<file path="src/rtl/jtag_pkg.sv">
// jtag_pkg
// Shared JTAG definitions for the tck-domain blocks: the TAP controller
// state encoding, instruction opcodes used by the data-register bank,
// the data-register select type and the widest user DR payload supported.
package jtag_pkg;

    // Widest user data register payload the bank may be built with.
    localparam int DR_MAX_WIDTH = 64;

    // Fixed instruction opcodes.
    localparam logic [4:0] IR_IDCODE        = 5'h01;
    localparam logic [4:0] IR_BYPASS        = 5'h1F;
    localparam logic [4:0] USER_IR_BASE_DEF = 5'h08;

    // TAP controller states as produced by the TAP FSM.
    typedef enum logic [3:0] {
        TEST_LOGIC_RESET,
        RUN_TEST_IDLE,
        SELECT_DR_SCAN,
        CAPTURE_DR,
        SHIFT_DR,
        EXIT1_DR,
        PAUSE_DR,
        EXIT2_DR,
        UPDATE_DR,
        SELECT_IR_SCAN,
        CAPTURE_IR,
        SHIFT_IR,
        EXIT1_IR,
        PAUSE_IR,
        EXIT2_IR,
        UPDATE_IR
    } tap_ctrl_fsm_t;

    // Which data register the current instruction routes between tdi and tdo.
    typedef enum logic [1:0] {
        SEL_BYPASS,
        SEL_IDCODE,
        SEL_USER
    } dr_sel_t;

endpackage

</file>
<file path="src/rtl/jtag_dr_upd_chan.sv">
// jtag_dr_upd_chan
// One user-DR write channel: holds the word delivered on UPDATE_DR and
// offers it to system logic with a valid/ready handshake. An update that
// arrives while a word is still pending (and not being accepted in the
// same cycle) is dropped and raises a sticky overrun flag, which the next
// capture of this DR reports and clears.
// Ports:
//   tck, trstn   TAP clock and asynchronous active-low reset
//   upd_stb_i    UPDATE_DR on this channel's DR
//   upd_word_i   payload taken from the shared shift register
//   cap_stb_i    CAPTURE_DR on this channel's DR (clears overrun)
//   ready_i      consumer accepts the pending word
//   data_o       held write word
//   valid_o      write word pending
//   ovr_o        sticky overrun flag
module jtag_dr_upd_chan #(
    parameter int W = 32
) (
    input  logic         tck,
    input  logic         trstn,
    input  logic         upd_stb_i,
    input  logic [W-1:0] upd_word_i,
    input  logic         cap_stb_i,
    input  logic         ready_i,
    output logic [W-1:0] data_o,
    output logic         valid_o,
    output logic         ovr_o
);

    logic [W-1:0] data_q, data_d;
    logic         valid_q, valid_d;
    logic         ovr_q, ovr_d;

    // Next-state: a handshake retires the word, an update either loads a new
    // word (free slot or slot being drained this cycle) or flags overrun.
    always_comb begin
        data_d  = data_q;
        valid_d = valid_q;
        ovr_d   = ovr_q;
        if (valid_q && ready_i) begin
            valid_d = 1'b0;
        end
        if (cap_stb_i) begin
            ovr_d = 1'b0;
        end
        if (upd_stb_i) begin
            if (!valid_q || ready_i) begin
                data_d  = upd_word_i;
                valid_d = 1'b1;
            end else begin
                ovr_d = 1'b1;
            end
        end
    end

    always_ff @(posedge tck or negedge trstn) begin
        if (!trstn) begin
            data_q  <= '0;
            valid_q <= 1'b0;
            ovr_q   <= 1'b0;
        end else begin
            data_q  <= data_d;
            valid_q <= valid_d;
            ovr_q   <= ovr_d;
        end
    end

    assign data_o  = data_q;
    assign valid_o = valid_q;
    assign ovr_o   = ovr_q;

endmodule

</file>
<file path="src/rtl/jtag_dr_bank_n.sv">
// jtag_dr_bank_n
// Data-register bank behind the TAP controller and IR: BYPASS, IDCODE and
// NUM_USER_DR user DRs sharing one shift register. A user DR scan is
// DR_WIDTH+2 bits long, LSB first: payload, then pending-valid, then
// overrun. Unmapped opcodes fall back to BYPASS.
// Ports:
//   trstn, tck     TAP reset (async, active-low) and clock
//   tdi, tdo       serial data in / out (tdo updates on falling tck)
//   tdo_en         tdo drive enable, high only while shifting
//   tap_state, ir  current TAP state and latched instruction
//   dr_cap_data    per-DR capture words from system logic
//   dr_upd_data    per-DR held write words
//   dr_upd_valid   per-DR write word pending
//   dr_upd_ready   per-DR consumer accept
module jtag_dr_bank_n
    import jtag_pkg::*;
#(
    parameter int                  NUM_USER_DR  = 4,
    parameter int                  DR_WIDTH     = 32,
    parameter int                  IR_WIDTH     = 5,
    parameter logic [31:0]         IDCODE_VAL   = 32'h10F,
    parameter logic [IR_WIDTH-1:0] USER_IR_BASE = IR_WIDTH'(USER_IR_BASE_DEF)
) (
    input  logic                                  trstn,
    input  logic                                  tck,
    input  logic                                  tdi,
    output logic                                  tdo,
    output logic                                  tdo_en,
    input  tap_ctrl_fsm_t                         tap_state,
    input  logic [IR_WIDTH-1:0]                   ir,
    input  logic [NUM_USER_DR-1:0][DR_WIDTH-1:0]  dr_cap_data,
    output logic [NUM_USER_DR-1:0][DR_WIDTH-1:0]  dr_upd_data,
    output logic [NUM_USER_DR-1:0]                dr_upd_valid,
    input  logic [NUM_USER_DR-1:0]                dr_upd_ready
);

    localparam int L     = DR_WIDTH + 2;
    localparam int SR_W  = (L > 32) ? L : 32;
    localparam int IDX_W = (NUM_USER_DR > 1) ? $clog2(NUM_USER_DR) : 1;

    localparam logic [IR_WIDTH:0]   BASE_EXT  = {1'b0, USER_IR_BASE};
    localparam logic [IR_WIDTH:0]   NUM_EXT   = (IR_WIDTH+1)'(NUM_USER_DR);
    localparam logic [IR_WIDTH-1:0] IDCODE_OP = IR_WIDTH'(IR_IDCODE);

    // Parameter sanity: the user opcode window must fit below all-ones
    // (reserved for BYPASS) and must not swallow the IDCODE opcode.
    localparam int USER_LAST = int'(USER_IR_BASE) + NUM_USER_DR - 1;
    if (DR_WIDTH < 1 || DR_WIDTH + 2 > DR_MAX_WIDTH + 2) begin : g_bad_width
        $error("jtag_dr_bank_n: DR_WIDTH out of range");
    end
    if (NUM_USER_DR < 1 || NUM_USER_DR > 16) begin : g_bad_num
        $error("jtag_dr_bank_n: NUM_USER_DR out of range");
    end
    if (USER_LAST > (2**IR_WIDTH) - 2 ||
        (int'(IDCODE_OP) >= int'(USER_IR_BASE) && int'(IDCODE_OP) <= USER_LAST))
    begin : g_bad_opcodes
        $error("jtag_dr_bank_n: user opcode window invalid");
    end

    dr_sel_t              sel;
    logic [IDX_W-1:0]     userIdx;
    logic [IR_WIDTH:0]    irOff;

    logic [SR_W-1:0]      sr_q, sr_d;
    logic                 bypass_q, bypass_d;
    logic                 tdo_q, tdoEn_q;

    logic [NUM_USER_DR-1:0] ovr;
    logic [NUM_USER_DR-1:0] capStb;
    logic [NUM_USER_DR-1:0] updStb;
    logic [DR_WIDTH-1:0]    capWord;
    logic                   selOvr;
    logic                   selValid;

    // Instruction decode: IDCODE, then the user window, else BYPASS.
    always_comb begin
        sel     = SEL_BYPASS;
        userIdx = '0;
        irOff   = {1'b0, ir} - BASE_EXT;
        if (ir == IDCODE_OP) begin
            sel = SEL_IDCODE;
        end else if ({1'b0, ir} >= BASE_EXT && irOff < NUM_EXT) begin
            sel     = SEL_USER;
            userIdx = irOff[IDX_W-1:0];
        end
    end

    // Per-channel strobes and the capture word of the selected user DR.
    always_comb begin
        capStb   = '0;
        updStb   = '0;
        capWord  = '0;
        selOvr   = 1'b0;
        selValid = 1'b0;
        for (int i = 0; i < NUM_USER_DR; i++) begin
            if (sel == SEL_USER && userIdx == IDX_W'(i)) begin
                capStb[i] = (tap_state == CAPTURE_DR);
                updStb[i] = (tap_state == UPDATE_DR);
                capWord   = dr_cap_data[i];
                selOvr    = ovr[i];
                selValid  = dr_upd_valid[i];
            end
        end
    end

    // Shared shift path: capture loads the selected register, shift moves
    // tdi in at the top of the selected register's length.
    always_comb begin
        sr_d     = sr_q;
        bypass_d = bypass_q;
        if (tap_state == CAPTURE_DR) begin
            case (sel)
                SEL_USER:   sr_d[L-1:0] = {selOvr, selValid, capWord};
                SEL_IDCODE: sr_d        = SR_W'(IDCODE_VAL);
                default:    bypass_d    = 1'b0;
            endcase
        end else if (tap_state == SHIFT_DR) begin
            case (sel)
                SEL_USER:   sr_d[L-1:0] = {tdi, sr_q[L-1:1]};
                SEL_IDCODE: sr_d[31:0]  = {tdi, sr_q[31:1]};
                default:    bypass_d    = tdi;
            endcase
        end
    end

    always_ff @(posedge tck or negedge trstn) begin
        if (!trstn) begin
            sr_q     <= '0;
            bypass_q <= 1'b0;
        end else begin
            sr_q     <= sr_d;
            bypass_q <= bypass_d;
        end
    end

    // tdo is retimed to the falling edge so it is stable at the next rising edge.
    always_ff @(negedge tck or negedge trstn) begin
        if (!trstn) begin
            tdo_q   <= 1'b0;
            tdoEn_q <= 1'b0;
        end else if (tap_state == SHIFT_DR) begin
            tdo_q   <= (sel == SEL_BYPASS) ? bypass_q : sr_q[0];
            tdoEn_q <= 1'b1;
        end else begin
            tdo_q   <= 1'b0;
            tdoEn_q <= 1'b0;
        end
    end

    assign tdo    = tdo_q;
    assign tdo_en = tdoEn_q;

    for (genvar g = 0; g < NUM_USER_DR; g++) begin : g_chan
        jtag_dr_upd_chan #(
            .W (DR_WIDTH)
        ) u_chan (
            .tck        (tck),
            .trstn      (trstn),
            .upd_stb_i  (updStb[g]),
            .upd_word_i (sr_q[DR_WIDTH-1:0]),
            .cap_stb_i  (capStb[g]),
            .ready_i    (dr_upd_ready[g]),
            .data_o     (dr_upd_data[g]),
            .valid_o    (dr_upd_valid[g]),
            .ovr_o      (ovr[g])
        );
    end

endmodule

</file>
<file path="config.mk">
export PLATFORM = sky130hd
export DESIGN_NAME = jtag_dr_bank_n
export DESIGN_NICKNAME = d
export VERILOG_FILES = /design/src/rtl/jtag_pkg.sv /design/src/rtl/jtag_dr_upd_chan.sv /design/src/rtl/jtag_dr_bank_n.sv
export SDC_FILE = /design/constraint.sdc
export NUM_CORES = 1
export LEC_CHECK = 0
export CELL_PAD_IN_SITES_DETAIL_PLACEMENT = 1
export CELL_PAD_IN_SITES_GLOBAL_PLACEMENT = 2
export CORE_MARGIN = 5
export CORE_UTILIZATION = 28
export DETAILED_ROUTE_END_ITERATION = 8
export HOLD_SLACK_MARGIN = 0.05
export PLACE_DENSITY_LB_ADDON = 0.12
export SYNTH_ARGS = -nofsm -noshare
export SYNTH_HDL_FRONTEND = slang
export SYNTH_SLANG_ARGS = --single-unit
</file>
<file path="constraint.sdc">
create_clock -name tck -period 1.5 [get_ports tck]
set_input_delay 0.15 -clock tck [delete_from_list [all_inputs] [get_ports tck]]
set_output_delay 0.15 -clock tck [all_outputs]
set_load 0.05 [all_outputs]
</file>
# [Yosys cells after proc, flatten, opt, wreduce, memory -nomap -nowiden]
# Index checks and enable logic that the tools add are counted.
[totals] output_inout_bits=134 regBits=173 word_cells=123 input_bits=144
[op_classes] mux=60 reduce_logical=30 magnitude_cmp=2 eq_ne=13 n_addsub=1
[ops] cell="two-way mux 32 bit" n=4
[ops] cell="two-way mux 34 bit" n=2
[ops] cell="case mux 34 bit (2 select lines)" n=1
[ops] cell="case mux 32 bit (2 select lines)" n=1
[ops] cell="two-way mux 1 bit" n=47
[ops] cell="two-way mux 2 bit" n=5
[ops] cell="logical AND 1 bit" n=9
[ops] cell="AND reduction 3 bit" n=3
[ops] cell="AND reduction 2 bit" n=4
[ops] cell="== test 2 bit (second input constant)" n=3
[ops] cell="< comparator 6 x 3 -> 1 bit (second input constant)" n=1
[ops] cell="!= test 3 x 2 -> 1 bit (second input constant)" n=2
[ops] cell="nonzero test 2 bit" n=3
[ops] cell="subtractor 5 x 4 -> 6 bit (second input constant)" n=1
[ops] cell="== test 5 x 1 -> 1 bit (second input constant)" n=1
[ops] cell=">= comparator 5 x 4 -> 1 bit (second input constant)" n=1
[ops] cell="== test 2 x 1 -> 1 bit (second input constant)" n=2
[ops] cell="== test 4 x 2 -> 1 bit (second input constant)" n=1
[ops] cell="== test 4 x 3 -> 1 bit (second input constant)" n=1
[ops] cell="== test 4 bit (second input constant)" n=1
[ops] cell="zero test 1 bit" n=4
[ops] cell="zero test 2 bit" n=2
[ops] cell="logical OR 1 bit" n=4
[ops] cell="!= test 2 bit (second input constant)" n=2
[ops] cell="OR reduction 2 bit" n=1

# [Longest topological paths before layout]
# Gate-level depths: netlist of run 1.
[depth] word_depth=13 depth_mapped=9 mapped_depth_nobuf=6

# [By module]
# A second synthesis of run 1 with hierarchy kept.
[unflattened] hier_cells=650 hier_area_um2=8592.0
[by_module_without_submodules] module="jtag_dr_upd_chan" area_per_inst_um2=1426.4 instances=4 cells_per_inst=75 seq_area_each_um2=850.8
[by_module_without_submodules] module="jtag_dr_bank_n" area_per_inst_um2=2886.5 instances=1 cells_per_inst=350 seq_area_each_um2=925.9

==> results.cfg, run 1 <==
[worst_setup_path]
path_buf_inv = 1
slowest_delay_ps = 460
cp.required_ps = 1350
cp_cell_sequence = buf_12
worstSetupEndpointType = output port
cpMaxStageDelayCell = dfrtn_1
crit_fanout = 1
critPathKind = register to output port
arrival_ps = 1760
start_kind = register
critPathTopFamily = flip-flops

[detailed_routing]
wl_per_cell_microns = 22.5
met1Wirelength_microns = 12100
routed-wl-met3_microns = 1360
final_antenna_net_count = 0
routed_via_density = 4.69
wirelength_microns = 27900
drtIter0Drc = 214
wl_met2_microns = 14000
top_layer = met4
drc = 0
vias = 5814
dr.pass1.iters = 4

[layout]
syn_to_final_growth_pct = 54.6
design_area_sq_mm = 0.0125
layout_commonest_cell = dfrtp_1
drive_gt1_frac = 0.533
final_cell_mix = 171 x dfrtp_1, 170 x buf_4, 133 x clkdlybuf4s50_1
nets = 988
diodes = 0

[power]
p_leak_nw = 6.14
p_per_area_mw_per_mm2 = 843
irDropWorstVdd_mv = 0.682

[timing]
worstMarginPinSlew_ps = 615
report.final.slew_viol_count = 0
hold_viol = 0
clock_skew_ps = 26.5
max_slew_margin = 0.590
setup_viol = 46
fin_ws_ps = -406
rsz0062_at_grt = true
whs_ps = 99.6

[yosys]
async_flop_share = 1.00
synthCells = 518
syn_nets = 663
yosysSeqAreaShare = 0.535
ys_ff_latch = 173
syn_area_sq_mm = 0.00809
ys_warn_count = 0
synth-edff-count = 0
synthFlopType = dfrtp_1
avgSynthCellArea_sq_um = 15.6
ys_types = 46

[clock_network]
clock_path_buffers = 2
cts-root-buf = clkbuf_16
cts_tree = yes
numCtsBuffers = 17
cts.reportedPaths.clkPinSlew_ps = 70
htreeDepth = 4
insertion_delay_ps = 420
clock_sinks = 173

[die]
initial_core_util = 0.283
io-pin-count = 278
die_h_microns = 180
fp.dieW_microns = 180
row_count = 62
dieArea_sq_mm = 0.0324
coreArea_sq_mm = 0.0286

[placed_design]
placed_cell_area_sq_mm = 0.0116
port_buffers = 277
dp_hpwl_microns = 20300
globalplace.congestion = 0.774

[grt]
grt_usage = 0.170
first_global_vias = 6871
grt_overflow_total = 0
grt_pass1_wl_microns = 42900
antenna_found_initial = 0
grt_max_degree = 104

[run]
maxCapViolations = 0

[outcome]
violations = setup timing
status = finished, violations left

[worst_hold_path]
hp-class = input port to asynchronous set/reset pin
==> stage by stage <==
stage | power [mW] | TNS [ps] | std cells | util | setup slack [ps]
after CTS | 10.7 | -2100 | 1242 | 0.438 | -437
final | 10.5 | -1190 | 1240 | 0.437 | -406
after global routing | 11.0 | -2950 | 1240 | 0.437 | -445
after global placement | 6.07 | -163410 | 1194 | 0.407 | -1060
after floorplan | 5.35 | -27120 | 518 | - | -334
after detailed placement | 6.10 | -170670 | 1194 | 0.407 | -1100
==> metal layers <==
layer,vias up,global-route usage
met5,-,0
met4,0,0.0420
met3,21,0.0412
met2,171,0.288
met1,3024,0.219
li1,2598,-
==> cells in the mapped netlist, types with 2 or more instances <==
cell       count  area share
o2bb2ai_1      7      0.0076
a22o_1        28       0.030
nand3_1        3      0.0019
o31ai_1        5      0.0046
nand2b_1       4      0.0031
mux4_2        29       0.081
dfrtn_1        2      0.0062
nor2_1         8      0.0037
nand2_1       10      0.0046
mux2_4        54        0.10
buf_6          6      0.0083
a21oi_1        2      0.0012
buf_4         10      0.0093
nand3_2        2      0.0025
dfrtp_1      171        0.53
inv_1          4      0.0019
nor2b_1        2      0.0015
a221oi_1       5      0.0054
clkbuf_1      10      0.0046
mux2i_1        5      0.0062
nand4bb_1      2      0.0028
buf_2         13      0.0080
and3_1         2      0.0015
o21ai_0       12      0.0074
mux2_2       101        0.14
==> registers in the layout, summed over array words and instances, names as in the netlist <==
name	count
g_chan.u_chan.ovr_o	4
tdo	1
tdo_en	1
g_chan.u_chan.valid_o	4
g_chan.u_chan.data_o	128
sr_q	34
bypass_q	1
==> final cells by class <==
cell class	count	area (sq um)
flip-flops and latches	173	4330
repair buffers	347	3300
well taps	384	480
inverters	4	27.5
fillers	2893	16100
multi-input cells	300	3790
clock buffers	19	443
clock inverters	13	145
==> path summary, 6_finish.rpt <==
kind | start | end | slack [ps] | cells after the start
setup / recovery | tdo_en | tdo_en | -410 | 1
hold / removal | trstn | g_chan[1].u_chan.data_o[12] | 100 | 2
setup reg to reg | g_chan[3].u_chan.valid_o | sr_q[32] | -20 | 3
hold reg to reg | g_chan[1].u_chan.ovr_o | g_chan[1].u_chan.ovr_o | 500 | 2
max in group asynchronous | trstn | tdo_en | 560 | 2
min in group tck | tap_state[1] | g_chan[1].u_chan.ovr_o | 120 | 4
==> report_power, final <==
group	switching, mW	internal, mW	leakage, nW	total (mW)
sequential	0.0946	4.73	2.41	4.83
combinational	0.485	0.706	3.44	1.19
clock	2.10	2.42	0.285	4.52
total	2.68	7.86	6.14	10.5
==> what timing repair did <==
action | CTS | global route
gates resized for setup | 46 | 26
gates cloned | 4 | 0
endpoints found under the hold margin | 171 | 0
pin swaps | 9 | 9
hold buffers | 1 | 0
buffers inserted | 13 | 3
endpoints found under the setup margin | 173 | 118
==> worst register-to-register path: cells and delay by family (launching register included) <==
family / cells / cell delay (ps)
compound gates: 1 / 210
flops: 1 / 420
mux: 2 / 760
==> kinds of logic after synthesis <==
kind of cell    synth area share
mux                        0.329
flops                      0.535
compound gates            0.0645
buf+inv                   0.0332
simple gates              0.0369
fa+ha+maj                0.00155
No activity file was read; power rests on OpenSTA's default activity.
==> run 2: changes to the inputs <==
ABC_AREA = 1   (was unset)
CAP_MARGIN = 5   (was unset)
CORE_UTILIZATION = 23   (was 28)
==> run 2 against run 1 <==
The run still ends with setup timing left. Synthesized cell count increased by 92%. Clock skew fell by 2.3 ps. Hold slack better by 92 ps. Cell count increased by 43%. Register-to-register slack improved by 20 ps. Largest power group unchanged. Highest routed layer is now met5.
==> results.cfg, run 2 <==
[outcome]
status = finished, violations left
violations = setup timing

[worst_setup_path]
rrSetupSlack_ps = 0
rr_startpoint = sr_q[0]
critPathTopFamily = flip-flops
cp.required_ps = 1350
cp_cell_sequence = buf_12
worstSetupEndpointType = output port
cp-endpoint = tdo
path_buf_inv = 1
start_kind = register
reg2reg_depth = 2
critPathKind = register to output port
arrival_ps = 1780
r2r_end = tdo
cpMaxStageDelayCell = dfrtn_1
slowest_delay_ps = 470
cp.depth = 1
crit_start = tdo
crit_fanout = 1

[timing]
max_slew_margin = 0.626
hold_viol = 0
rsz0062_at_grt = true
fin_ws_ps = -431
clock_skew_ps = 24.3
setup_viol = 2
report.final.slew_viol_count = 0
worstMarginPinSlew_ps = 561
setup_tns_ps = -825

[yosys]
netlist.top_cell.by_area = dfrtp_1
synthCells = 995
synth-edff-count = 0
syn_nets = 1140
synth_common_cells = 235 x nand2_1, 171 x dfrtp_1, 108 x nor2_1, 82 x o21ai_0, 74 x a21oi_1
synthFlopType = dfrtp_1
syn_area_sq_mm = 0.00813
yosysTopAreaCellShare = 0.526
avgSynthCellArea_sq_um = 8.17
ys_types = 34
ys_ff_latch = 173
yosysMostFrequentCell = nand2_1
ys_warn_count = 0
yosysSeqAreaShare = 0.533
async_flop_share = 1.00
netlist_top_cells_area = dfrtp_1 53%, nand2_1 11%, o21ai_0 5.0%, nor2_1 5.0%, a21oi_1 4.6%

[worst_hold_path]
hp-class = input port to asynchronous set/reset pin

[layout]
final_cell_mix = 234 x nand2_1, 188 x buf_4, 171 x dfrtp_1
final_util = 0.361
layout_commonest_cell = nand2_1
design_area_sq_mm = 0.0125
syn_to_final_growth_pct = 54.0
multi_input_area_sq_mm = 0.00326
nets = 1454
fillerInstances = 4102
regArea_sq_mm = 0.00433
drive_gt1_frac = 0.234
largest_reg_flops = 128

[detailed_routing]
wirelength_microns = 33600
vias = 7791
dr.pass1.iters = 4
drtIter0Drc = 403
final_antenna_net_count = 0
drc = 0
wl_per_cell_microns = 18.9
routed_via_density = 4.38

[clock_network]
cts-root-buf = clkbuf_16
insertion_delay_ps = 430
cts.reportedPaths.clkPinSlew_ps = 70
cts_tree = yes
htreeDepth = 4
clock_path_buffers = 2
numCtsBuffers = 17
clock_sinks = 173

[placed_design]
globalplace.congestion = 0.766
dp_hpwl_microns = 25500
dp_slack_ps = -909
port_buffers = 277
placed_cell_area_sq_mm = 0.0116

[die]
dieArea_sq_mm = 0.0392
initial_core_util = 0.234
die_h_microns = 198
io-pin-count = 278
row_count = 68
fp.dieW_microns = 198
coreArea_sq_mm = 0.0347

[grt]
grt_max_degree = 99
first_global_vias = 8418
grt_overflow_total = 0
antenna_found_initial = 5
grt_pass1_wl_microns = 51700
grt_usage = 0.171

[power]
irDropWorstVdd_mv = 0.568
p_per_area_mw_per_mm2 = 1030
p_leak_nw = 6.05

[run]
maxCapViolations = 0
==> run 2: cell types whose count changed in the layout (fill, tap and decap cells not counted), sizes merged, moves of 65 or more <==
cell and delta:
nand2 +232, mux2 -156, o21ai +136, nor2 +105
a21oi +72, inv +65
==> run 2: what timing repair did <==
| item | in CTS | in global routing |
|---|---|---|
| hold buffers | 1 | 0 |
| setup buffers | 5 | 4 |
| endpoints found under the hold margin | 73 | 0 |
| setup endpoints to repair | 172 | 32 |
| cloned | 5 | 0 |
| pin swaps | 4 | 3 |
| resized for setup | 30 | 9 |
==> run 2: cell families (layout without fill, tap and decap cells) <==
family                   after synthesis  count (layout)  synth area share
AND/OR/NAND/NOR                      437             437             0.230
buffers and inverters                139             464            0.0750
adder cells (fa/ha/maj)                1               1           0.00154
AO/OA/AOI/OAI                        245             245             0.161
flip-flops                           173             173             0.533
other                                  0               2                 0
==> run 2: layout make-up <==
cell class,instances,share of cell area
Inverter,76,0.0241
Tap cell,455,0.0455
Antenna cell,2,0.000400
Sequential cell,173,0.346
Clock buffer,18,0.0351
Timing Repair Buffer,358,0.272
Multi-Input combinational cell,683,0.261
Clock inverter,12,0.0169
==> run 2: layer usage <==
layer	up-vias	track usage	part of all wire
li1	3867	-	-
met1	3737	0.237	0.47
met2	171	0.279	0.47
met3	12	0.0388	0.051
met4	4	0.0334	0.0065
met5	-	0	0.00080
==> run 2: stage by stage <==
| stage | hold slack, ps | power [mW] | cells |
|---|---|---|---|
| 6_report | 192 | 12.8 | 1777 |
| 5_1_grt | 198 | 13.5 | 1777 |
| 4_1_cts | 173 | 13.1 | 1771 |
| 3_5_place_dp | 70.5 | 8.02 | 1730 |
| 3_3_place_gp | 70.7 | 7.99 | 1730 |
| 2_1_floorplan | -146 | 6.61 | 995 |
==> run 2: worst min path at each step <==
stage | startpoint | to | slack, ps | cells past startpoint
after floorplan | trstn | bypass_q | -150 | 0
after global placement | trstn | g_chan[1].u_chan.data_o[11] | 70 | 1
after detailed placement | trstn | g_chan[1].u_chan.data_o[11] | 70 | 1
after CTS | trstn | g_chan[1].u_chan.data_o[11] | 170 | 2
after global routing | trstn | g_chan[1].u_chan.data_o[11] | 200 | 2
final | trstn | g_chan[1].u_chan.data_o[11] | 190 | 2
==> run 2: where the power goes <==
| group | leakage [nW] | total, mW | internal (mW) | switching, mW |
|---|---|---|---|---|
| clock | 0.316 | 4.96 | 3.02 | 1.94 |
| sequential | 2.35 | 5.47 | 5.07 | 0.402 |
| combinational | 3.39 | 2.42 | 0.880 | 1.54 |
| total | 6.05 | 12.8 | 8.97 | 3.88 |
==> run 3: changes to the inputs <==
CORE_ASPECT_RATIO = 0.7   (was unset)
GPL_TIMING_DRIVEN = 1   (was unset)
==> run 3 against run 2 <==
The run still ends with setup timing left. Clock skew is 5.3 ps higher. Register-to-register slack hardly changed. Routed wire length is 2.6% higher. Die area is 0.15% higher. Worst setup slack improved by 33 ps. Combinational power down 2%. Critical path type unchanged. Critical endpoint is now tdo_en. Largest cell class unchanged.
==> results.cfg, run 3 (synthesis results as in run 2) <==
[power]
irDropWorstVdd_mv = 0.536
p_leak_nw = 5.95
power.total_mw = 12.7
power_frac_comb = 0.187
switchingPower_mw = 3.89
switching_share = 0.308
p_seq_frac = 0.430
p_per_area_mw_per_mm2 = 1020
p_int_mw = 8.77
p_clk_frac = 0.383

[placed_design]
globalplace.congestion = 0.812
dp_slack_ps = -890
placed_cells = 1736
port_buffers = 277
dp_hpwl_microns = 25500

[grt]
grt_overflow_total = 0
grt_usage = 0.174
first_global_vias = 8238
grt_max_degree = 104
grt_pass1_wl_microns = 53000
antenna_found_initial = 1

[clock_network]
insertion_delay_ps = 430
numCtsBuffers = 17
cts_tree = yes
clock_sinks = 173
cts-root-buf = clkbuf_16
cts.reportedPaths.clkPinSlew_ps = 70
htreeDepth = 4
clock_path_buffers = 2

[layout]
nets = 1438
largest_reg_flops = 128
final_cell_mix = 234 x nand2_1, 171 x dfrtp_1, 170 x buf_4
final_cells = 1778
layout_commonest_cell = nand2_1
syn_to_final_growth_pct = 52.5
drive_gt1_frac = 0.225

[die]
dieArea_sq_mm = 0.0393
row_count = 57
initial_core_util = 0.234
die_h_microns = 167
coreArea_sq_mm = 0.0348
fp.dieW_microns = 235
io-pin-count = 278

[outcome]
violations = setup timing
status = finished, violations left

[detailed_routing]
wirelength_microns = 34400
drc = 0
drtIter0Drc = 306
vias = 7795
routed_via_density = 4.38
dr.pass1.iters = 4
final_antenna_net_count = 0
wl_per_cell_microns = 19.4

[timing]
hold_viol = 0
whs_ps = 128
worstMarginPinSlew_ps = 603
clock_skew_ps = 29.5
setup_tns_ps = -802
max_slew_margin = 0.598
setup_viol = 3
report.final.slew_viol_count = 0
fin_ws_ps = -398
rsz0062_at_grt = true

[worst_setup_path]
crit_fanout = 1
arrival_ps = 1750
cp.required_ps = 1350
path_buf_inv = 1
critPathTopFamily = flip-flops
start_kind = register
cp_cell_sequence = buf_12
critPathKind = register to output port
worstSetupEndpointType = output port
cpMaxStageDelayCell = dfrtn_1
slowest_delay_ps = 440

[run]
maxCapViolations = 0

[worst_hold_path]
hp-class = input port to asynchronous set/reset pin
run 3: layout make-up:
| type | count | area [sq um] |
|---|---|---|
| Clock buffer | 17 | 425 |
| Timing Repair Buffer | 342 | 3280 |
| Multi-Input combinational cell | 683 | 3270 |
| Tap cell | 472 | 591 |
| Sequential cell | 173 | 4330 |
| Fill cell | 4129 | 22400 |
| Antenna cell | 1 | 2.50 |
| Inverter | 76 | 304 |
| Clock inverter | 14 | 205 |
run 3: final timing paths:
path | from | to | slack (ps) | cells after the start
worst max-delay path | tdo_en | tdo_en | -400 | 1
min in group tck | ir[1] | g_chan[3].u_chan.valid_o | 280 | 4
max in group asynchronous | trstn | tdo | 530 | 2
worst min register to register | g_chan[0].u_chan.data_o[8] | g_chan[0].u_chan.data_o[8] | 490 | 2
worst max register to register | sr_q[0] | tdo | -10 | 2
worst min-delay path | trstn | bypass_q | 130 | 2
run 3: repair_timing:
item / CTS / global route
gates resized for setup: 25 / 14
pin swaps: 5 / 4
cloned: 4 / 0
endpoints found under the hold margin: 171 / 0
hold buffers: 1 / 0
setup endpoints to repair: 169 / 117
setup buffers: 5 / 0
run 3: power groups by stage:
stage          Clock [mW]  Sequential, mW  Combinational, mW
2_1_floorplan           0            5.76              0.848
3_3_place_gp            0            5.55               2.39
3_5_place_dp            0            5.55               2.41
4_1_cts              5.01            5.46               2.44
5_1_grt              5.18            5.50               2.63
6_report             4.84            5.44               2.37
run 3: per-stage QoR:
step / utilization / area, sq um
floorplan: - / 8170
global placement: 0.331 / 11500
detailed placement: 0.331 / 11500
CTS: 0.355 / 12400
global route: 0.356 / 12400
finish: 0.356 / 12400
run 3: layer usage:
metal / vias to the layer above / track usage / wire length, microns
met5: - / 0 / 12
li1: 3838 / - / -
met1: 3803 / 0.244 / 16800
met4: 2 / 0.0345 / 418
met3: 27 / 0.0413 / 1360
met2: 125 / 0.278 / 15900
